## src/rtl/cpu8_pkg.sv

```systemverilog
// Shared constants and types for the 8-bit CPU datapath blocks.
package cpu8_pkg;

  localparam int DATA_W = 8;
  localparam int ADDR_W = 4;

  typedef enum logic [1:0] {
    IDLE        = 2'd0,
    DEBOUNCE_HI = 2'd1,
    WRITE       = 2'd2,
    DEBOUNCE_LO = 2'd3
  } prog_state_t;

endpackage

```

## src/rtl/button_debounce.sv

```systemverilog
// Program-button conditioner: 2-flop synchronizer, press/release debounce
// counter and an FSM that emits exactly one press pulse per physical press.
module button_debounce
  import cpu8_pkg::*;
#(
  parameter int DEBOUNCE_CYCLES = 1_000_000
) (
  input  logic clk,
  input  logic rst_n,
  input  logic en,
  input  logic btn,
  output logic press
);

  // Counter only needs to reach DEBOUNCE_CYCLES-1.
  localparam int CNT_W = (DEBOUNCE_CYCLES > 1) ? $clog2(DEBOUNCE_CYCLES) : 1;
  localparam logic [CNT_W-1:0] CNT_LAST = CNT_W'(DEBOUNCE_CYCLES - 1);

  logic [1:0]       sync_q;
  logic             btn_s;
  prog_state_t      state_q, state_d;
  logic [CNT_W-1:0] cnt_q, cnt_d;

  assign btn_s = sync_q[1];

  // Bring the raw asynchronous button into the clk domain.
  always_ff @(posedge clk) begin
    if (!rst_n) sync_q <= 2'b00;
    else        sync_q <= {sync_q[0], btn};
  end

  // Next-state logic; losing the enable aborts any press in flight.
  always_comb begin
    state_d = state_q;
    cnt_d   = cnt_q;
    if (!en) begin
      state_d = IDLE;
      cnt_d   = '0;
    end else begin
      case (state_q)
        IDLE: begin
          cnt_d = '0;
          if (btn_s) state_d = DEBOUNCE_HI;
        end
        DEBOUNCE_HI: begin
          if (!btn_s) begin
            state_d = IDLE;
            cnt_d   = '0;
          end else if (cnt_q == CNT_LAST) begin
            state_d = WRITE;
            cnt_d   = '0;
          end else begin
            cnt_d = cnt_q + CNT_W'(1);
          end
        end
        WRITE: begin
          state_d = DEBOUNCE_LO;
          cnt_d   = '0;
        end
        DEBOUNCE_LO: begin
          if (btn_s) begin
            cnt_d = '0;
          end else if (cnt_q == CNT_LAST) begin
            state_d = IDLE;
            cnt_d   = '0;
          end else begin
            cnt_d = cnt_q + CNT_W'(1);
          end
        end
        default: begin
          state_d = IDLE;
          cnt_d   = '0;
        end
      endcase
    end
  end

  // State and counter registers.
  always_ff @(posedge clk) begin
    if (!rst_n) begin
      state_q <= IDLE;
      cnt_q   <= '0;
    end else begin
      state_q <= state_d;
      cnt_q   <= cnt_d;
    end
  end

  // Gate with en so a mode switch during WRITE never commits a write.
  assign press = (state_q == WRITE) && en;

endmodule

```

## src/rtl/ram16_mar.sv

```systemverilog
// 16x8 RAM with memory address register for the 8-bit CPU, plus a
// debounced switch/button path for hand-entering programs while halted.
module ram16_mar
  import cpu8_pkg::*;
#(
  parameter int DATA_W          = cpu8_pkg::DATA_W,
  parameter int ADDR_W          = cpu8_pkg::ADDR_W,
  parameter int DEBOUNCE_CYCLES = 1_000_000
) (
  input  logic              clk,
  input  logic              rst_n,
  input  logic              step,
  input  logic [DATA_W-1:0] bus_in,
  input  logic              mar_load,
  input  logic              ram_write,
  input  logic              ram_out,
  input  logic              prog_mode,
  input  logic [ADDR_W-1:0] prog_addr,
  input  logic [DATA_W-1:0] prog_data,
  input  logic              prog_btn,
  output logic [DATA_W-1:0] bus_out,
  output logic              bus_out_valid,
  output logic [ADDR_W-1:0] mar_q,
  output logic [DATA_W-1:0] ram_q,
  output logic              prog_ack
);

  localparam int DEPTH = 2 ** ADDR_W;

  logic [DATA_W-1:0] mem [DEPTH];
  logic              cpu_en;
  logic              prog_we;
  logic              we;
  logic [ADDR_W-1:0] wa;
  logic [DATA_W-1:0] wd;

  assign cpu_en = step && !prog_mode;

  button_debounce #(
    .DEBOUNCE_CYCLES(DEBOUNCE_CYCLES)
  ) u_btn (
    .clk  (clk),
    .rst_n(rst_n),
    .en   (prog_mode),
    .btn  (prog_btn),
    .press(prog_we)
  );

  assign prog_ack = prog_we;

  // Single write port shared by the CPU and the programming switches; the
  // two sources are mutually exclusive through prog_mode.
  assign we = (cpu_en && ram_write) || prog_we;
  assign wa = prog_mode ? prog_addr : mar_q;
  assign wd = prog_mode ? prog_data : bus_in;

  // RAM write port; contents deliberately survive reset.
  always_ff @(posedge clk) begin
    if (we) mem[wa] <= wd;
  end

  // CPU-side registers; all actions use the pre-edge MAR (read-before-write).
  always_ff @(posedge clk) begin
    if (!rst_n) begin
      mar_q         <= '0;
      bus_out       <= '0;
      bus_out_valid <= 1'b0;
    end else if (cpu_en) begin
      if (mar_load) mar_q <= bus_in[ADDR_W-1:0];
      if (ram_out)  bus_out <= mem[mar_q];
      bus_out_valid <= ram_out;
    end
  end

  // Asynchronous read for the LED view.
  assign ram_q = prog_mode ? mem[prog_addr] : mem[mar_q];

endmodule

```

## config.mk

```make
export PLATFORM = sky130hd
export DESIGN_NAME = ram16_mar
export DESIGN_NICKNAME = d
export VERILOG_FILES = /design/src/rtl/cpu8_pkg.sv /design/src/rtl/button_debounce.sv /design/src/rtl/ram16_mar.sv
export SDC_FILE = /design/constraint.sdc
export NUM_CORES = 1
export LEC_CHECK = 0
export CELL_PAD_IN_SITES_DETAIL_PLACEMENT = 0
export CELL_PAD_IN_SITES_GLOBAL_PLACEMENT = 1
export CORE_MARGIN = 1
export CORE_UTILIZATION = 31
export DETAILED_ROUTE_END_ITERATION = 10
export MAX_ROUTING_LAYER = met4
export PLACE_DENSITY_LB_ADDON = 0.1
export SLEW_MARGIN = 10
export SYNTH_ARGS = -nofsm -noshare
export SYNTH_HDL_FRONTEND = slang
export SYNTH_HIERARCHICAL = 1
export SYNTH_SLANG_ARGS = --single-unit
```

## constraint.sdc

```tcl
create_clock -name clk -period 5.5 [get_ports clk]
set_input_delay 1.65 -clock clk [delete_from_list [all_inputs] [get_ports clk]]
set_output_delay 1.65 -clock clk [all_outputs]
set_load 0.02 [all_outputs]
```

==> summary.md, run 1 <==
| Metric | Value |
|---|---|
| Clk_skew | `12.9 ps` |
| Synth area leader | `edfxtp_1` |
| Pins Over Slew Limit | `0` |
| Distinct cells, synth | `48` |
| Remaining DRCs | `0` |
| Sequential Power Share | `50.8%` |
| First-pass GRT wire length | `34.7 mm` |
| Area of the mapped netlist | `0.00808 sq mm` |
| Grt total ovfl | `0` |
| Tot Pwr | `2.76 mW` |
| Crit path launch type | `input pin` |
| Ys flop type | `edfxtp_1` |
| Clock share of power | `41.2%` |
| Worst-case clock buffer depth | `2` |
| Maximum fanout along the worst path | `10` |
| Crit-path cells | `clkdlybuf4s50_1, buf_4, buf_6, mux4_2, a22oi_1, o221ai_2, dlygate4sd2_1` |
| Final setup vio count | `0` |
| CTS tree | `yes` |
| Max_cap viols | `0` |
| Area contributors post-synth | `edfxtp_1 (48%), dfxtp_1 (10%), mux4_1 (9.8%), mux2i_1 (5.9%), mux4_2 (5.0%)` |
| CTS buffer count | `17` |
| CTS Hold Bufs | `0` |
| Warnings, synthesis | `6` |
| Worst-skew pair later-pin latency | `420 ps` |
| TritonRoute pass-1 iters | `7` |
| Final Hold Viols | `0` |
| Comb power frac | `8.0%` |
| Switch share | `22.6%` |
| Dpl ws | `-322 ps` |
| Placed inst area | `0.00906 sq mm` |
| P_int | `2.13 mW` |
| Layout cells sized above 1 | `19.5%` |
| Core Area | `0.0254 sq mm` |
| VDD IR max | `0.000158 V` |
| Slowest-stage cell, CP | `mux4_2` |
| Setup_tns | `0 ps` |
| Final nets | `627` |
| Gr usage total | `19.2%` |
| Slowest stage delay, CP | `520 ps` |
| Post-synthesis mux area share | `23.0%` |
| Synth Area in Adders | `0.155%` |
| Die Footprint | `0.0267 sq mm` |
| Number of core rows | `58` |
| Clock-pin slew of the registers on the worst-case setup and hold paths | `60 ps` |
| Root Buffer | `clkbuf_16` |
| WP buf/inv | `4` |
| Largest family of logic cells by synthesized area | `multiplexers` |
| I/O pin total | `50` |
| H-tree Lvls | `4` |
| Hold WC Path Type | `flip-flop to flip-flop` |
| Psw | `0.624 mW` |
| Post-synth EDFFs | `128` |
| Initial antenna violation count | `0` |
| RSZ-0062 raised after global routing | `false` |
| Largest net degree at the start of global routing | `52` |
| CP top delay family | `buffers and inverters` |
| Mapped Cells | `529` |
| Power Density | `286 mW/mm^2` |
| Syn avg cell area | `15.3 sq um` |
| Synth top area share | `47.6%` |
| Fill cells | `2408` |
| Post-synthesis sequential area ratio | `57.7%` |
| Synth async-reset ratio | `0%` |
| Synth Area in Compound Gates | `6.98%` |
| Leakage power | `3.14 nW` |
| Syn nets | `558` |
| Port bufs | `49` |
| Worst Path Arrival | `3720 ps` |
| Vias in the first global route | `5166` |
| Period utilization | `97.6%` |
| Design Area, Final | `0.00963 sq mm` |
| WS Path Type | `input pin to output port` |
| Post-synthesis register bit count | `169` |
| Routability cong. | `0.789` |
| Vias | `5060` |
| Initial Utilization | `31.8%` |
| Synth Area in XOR/XNOR | `1.52%` |
| Final WL | `23.8 mm` |
| Drt via density | `5.38` |
| Post-route ant nets | `0` |
| Syn-to-layout area delta | `19.2%` |
| Crit. End Element | `output port` |
| Die height | `163 microns` |
| CP Data Required Time | `3850 ps` |
| DPL Wire Length | `16.2 mm` |
| 1st-iter DRT viols | `366` |
| Slew HR | `29.6%` |
| Fmax | `0.186 GHz` |
| Die X | `163 microns` |
| Clock period minus worst slack | `5370 ps` |
| Ant diodes | `0` |
| WL per Instance | `25.3 microns` |
| Clk sinks | `169` |
| Status | `finished clean` |
| Final setup margin | `131 ps` |
| Post-synthesis simple-gate area fraction | `7.65%` |
| Slew @ Worst Pin | `1050 ps` |
==> repair_timing <==
| action | in CTS | in global routing |
|---|---|---|
| gates resized for setup | 13 | 2 |
| setup buffers | 0 | 0 |
| setup endpoints to repair | 8 | 2 |
==> logic make-up after synthesis <==
group | Yosys count
fa+ha+maj | 1
compound gates | 70
mux | 112
buf+inv | 43
flops | 169
xor+xnor | 14
simple gates | 120
==> flip-flops by register name, indices dropped and copies added, names as in the netlist, named ones only <==
register,count
u_btn/cnt_q,20
mar_q,4
bus_out,8
u_btn/sync_q,2
u_btn/state_q,1
mem,128
bus_out_valid,1
==> per-stage QoR <==
stage	util [%]	hold slack (ps)	cells
2_1_floorplan	-	412	529
3_3_place_gp	35.7	428	909
3_5_place_dp	35.7	435	909
4_1_cts	37.9	440	941
5_1_grt	37.9	443	941
6_report	37.9	436	941
==> worst paths after layout <==
check	cells past startpoint	to	slack, ps	from
max	7	ram_q[3]	130	prog_addr[0]
min	1	u_btn/sync_q[1]	440	u_btn/sync_q[0]
min reg2reg	1	u_btn/sync_q[1]	440	u_btn/sync_q[0]
max reg2reg	7	mem[6][4]	2890	u_btn/state_q[0]
==> power by group through the flow <==
stage,clock network [mW],registers [mW],logic (mW)
5_1_grt,1.21,1.40,0.235
3_3_place_gp,0,1.43,0.224
3_5_place_dp,0,1.43,0.225
4_1_cts,1.16,1.40,0.221
6_report,1.14,1.40,0.221
2_1_floorplan,0,1.42,0.132
==> placed cells by master, fill, tap and decap left out, types with 8 or more instances in the layout <==
cell / instances
inv_1: 9
mux4_2: 18
o221ai_2: 8
nand3_1: 20
a21oi_1: 8
edfxtp_1: 128
buf_4: 31
nor2_1: 31
mux4_1: 30
clkdlybuf4s50_1: 39
xor2_1: 11
mux2i_1: 48
dfxtp_1: 40
mux2_2: 16
nand2_1: 26
clkbuf_16: 17
dlygate4sd2_1: 8
o221ai_1: 8
a22oi_1: 23
==> routing by layer <==
metal	GRT usage (%)	share of wire, %
met1	23.0	42
met2	32.8	52
met3	3.00	3.9
met4	6.37	2.3
met5	-	0
==> cell type report <==
type / instances / area (sq um) / share of cell area (%)
Multi-Input combinational cell: 317 / 3190 / 33.2
Timing Repair Buffer: 84 / 766 / 7.95
Sequential cell: 169 / 4670 / 48.5
Clock buffer: 22 / 464 / 4.82
Tap cell: 330 / 413 / 4.29
Clock inverter: 10 / 93.8 / 0.975
Inverter: 9 / 33.8 / 0.351
==> synth_stat cells (3+ instances only) <==
cell and count:
a21boi_0 5, buf_1 5, nor2_1 35, mux2i_1 48, a31oi_1 4, nand3_1 20, buf_6 3, and2_1 4
and3_1 4, a21oi_1 8, and4_1 5, xor2_1 11, dfxtp_1 41, mux4_2 18, o221ai_2 8, nor2b_1 3
clkbuf_1 7, nand2_1 26, xnor2_1 3, buf_2 14, nand4_1 7, o31ai_1 4, o221ai_1 8, inv_1 9
o21ai_0 4, edfxtp_1 128, a22oi_1 24, mux2_2 16, mux4_1 30, or4_1 4
(Power assumes the default switching activity.)
==> inputs of run 2 (changes only) <==
CORE_ASPECT_RATIO = 1.75   (was default)
CTS_CLUSTER_SIZE = 10   (was default)
==> run 2 against run 1 <==
First-iteration DRC count down 33%; sequential share of layout area down 0.28 points; global-route usage up 1.1 points; die area about the same; core utilization up 0.17 points; wire length up 2.1%; fmax down 0.83%; critical path type unchanged.
==> summary.md, run 2 (synthesis gave the netlist of run 1 again) <==
| Metric | Value |
|---|---|
| 1st-iter DRT viols | `247` |
| Root Buffer | `clkbuf_16` |
| WS Path Type | `input pin to output port` |
| Period utilization | `98.4%` |
| Worst-case clock buffer depth | `2` |
| Pins Over Slew Limit | `0` |
| Grt total ovfl | `0` |
| Clk_skew | `8.64 ps` |
| Tot Pwr | `2.79 mW` |
| Biggest register | `mem` |
| Final WL | `24.4 mm` |
| Final setup vio count | `0` |
| Final nets | `633` |
| I/O pin total | `50` |
| Leakage power | `3.20 nW` |
| Slew @ Worst Pin | `947 ps` |
| RSZ-0062 raised after global routing | `false` |
| Max_cap viols | `0` |
| Clock period minus worst slack | `5410 ps` |
| Port bufs | `49` |
| Maximum fanout along the worst path | `7` |
| Slew HR | `36.8%` |
| Fill cells | `2436` |
| Drt via density | `5.39` |
| Core Area | `0.0254 sq mm` |
| Routability cong. | `0.784` |
| Vias | `5033` |
| CTS buffer count | `17` |
| TritonRoute pass-1 iters | `5` |
| First-pass GRT wire length | `35.5 mm` |
| Final core utilization | `38.1%` |
| CTS tree | `yes` |
| Reg2Reg Setup Slack | `2960 ps` |
| Crit. End Element | `output port` |
| CTS Hold Bufs | `0` |
| Max reg flops | `128` |
| Initial Utilization | `31.8%` |
| CP Data Required Time | `3850 ps` |
| Layout cells sized above 1 | `19.4%` |
| Die X | `124 microns` |
| Status | `finished clean` |
| Leading cell type in the layout, fill and taps excluded | `edfxtp_1` |
| Final Hold Viols | `0` |
| Gr usage total | `20.3%` |
| Fmax | `0.185 GHz` |
| Syn-to-layout area delta | `19.9%` |
| Hold WC Path Type | `flip-flop to flip-flop` |
| Initial antenna violation count | `0` |
| H-tree Lvls | `4` |
| Clock-pin slew of the registers on the worst-case setup and hold paths | `60 ps` |
| Power Density | `288 mW/mm^2` |
| Most frequent cells in the layout | `edfxtp_1 (128), mux2i_1 (48), dfxtp_1 (40), clkdlybuf4s50_1 (39), buf_4 (36)` |
| Post-route ant nets | `0` |
| Ant diodes | `0` |
| Worst Path Arrival | `3760 ps` |
| Worst hold slack | `445 ps` |
| Vias in the first global route | `5351` |
| Worst-skew pair later-pin latency | `440 ps` |
| VDD IR max | `0.000173 V` |
| Clk sinks | `169` |
| Remaining DRCs | `0` |
| Largest registers | `mem x128, u_btn/cnt_q x20, bus_out x8` |
| Crit path launch type | `input pin` |
| Die height | `216 microns` |
| Largest net degree at the start of global routing | `21` |
| Die Footprint | `0.0267 sq mm` |
| WL per Instance | `26.1 microns` |
| Number of core rows | `77` |
| DPL Wire Length | `17.2 mm` |
run 2: changes by cell type in the layout (fill, tap and decap cells not counted), moves of 2 or more:
| cell | change |
|---|---|
| nor2_1 | +3 |
| nor2_2 | -3 |
| clkinv_2 | +2 |
| buf_6 | -2 |
| buf_12 | +3 |
| buf_4 | +5 |
| clkinv_4 | -3 |
run 2: report_power, final:
| group | switching, mW | leakage [nW] | internal (mW) |
|---|---|---|---|
| logic | 0.125 | 1.43 | 0.102 |
| registers | 0.0104 | 1.48 | 1.39 |
| clock network | 0.483 | 0.282 | 0.683 |
| total | 0.618 | 3.20 | 2.17 |
run 2: what timing repair did:
item	in CTS	in global routing
buffers inserted	0	0
resized for setup	11	0
setup endpoints to repair	8	0
run 2: area by class of cell:
class	count	area [sq um]	area share, %
Clock buffer	25	507	5.23
Multi-Input combinational cell	317	3180	32.8
Inverter	9	33.8	0.349
Clock inverter	7	63.8	0.659
Tap cell	316	395	4.08
Sequential cell	169	4670	48.2
Timing Repair Buffer	90	841	8.68
run 2: worst paths after layout:
kind	from	end	cells past startpoint
min	u_btn/sync_q[0]	u_btn/sync_q[1]	1
max	prog_addr[0]	ram_q[7]	7
min reg2reg	u_btn/sync_q[0]	u_btn/sync_q[1]	1
max reg2reg	flip-flop	mem[14][1]	6
run 2: metal layers:
metal  GRT usage [%]  wire length, microns  vias to the layer above
met4            9.72                   856                        0
met2            35.9                 13500                      114
met3            3.36                   750                       44
li1                -                     -                     2310
met1            21.4                  9220                     2565
met5               -                     0                        -
run 2: metrics by stage:
step	setup TNS (ps)	area, sq um	instances	setup WS, ps
after floorplan	0	8080	529	1020
after global placement	-2410	9120	901	-328
after detailed placement	-2320	9120	901	-316
after CTS	0	9690	933	75.9
after global routing	0	9690	933	27.9
final	0	9690	933	86.1
run 2: critical path, cell delays in order:
cell and delay, ps:
clkdlybuf4s50_1 460, buf_4 160, buf_4 200, mux4_2 510, a22oi_1 260, o221ai_2 170
dlygate4sd2_1 350
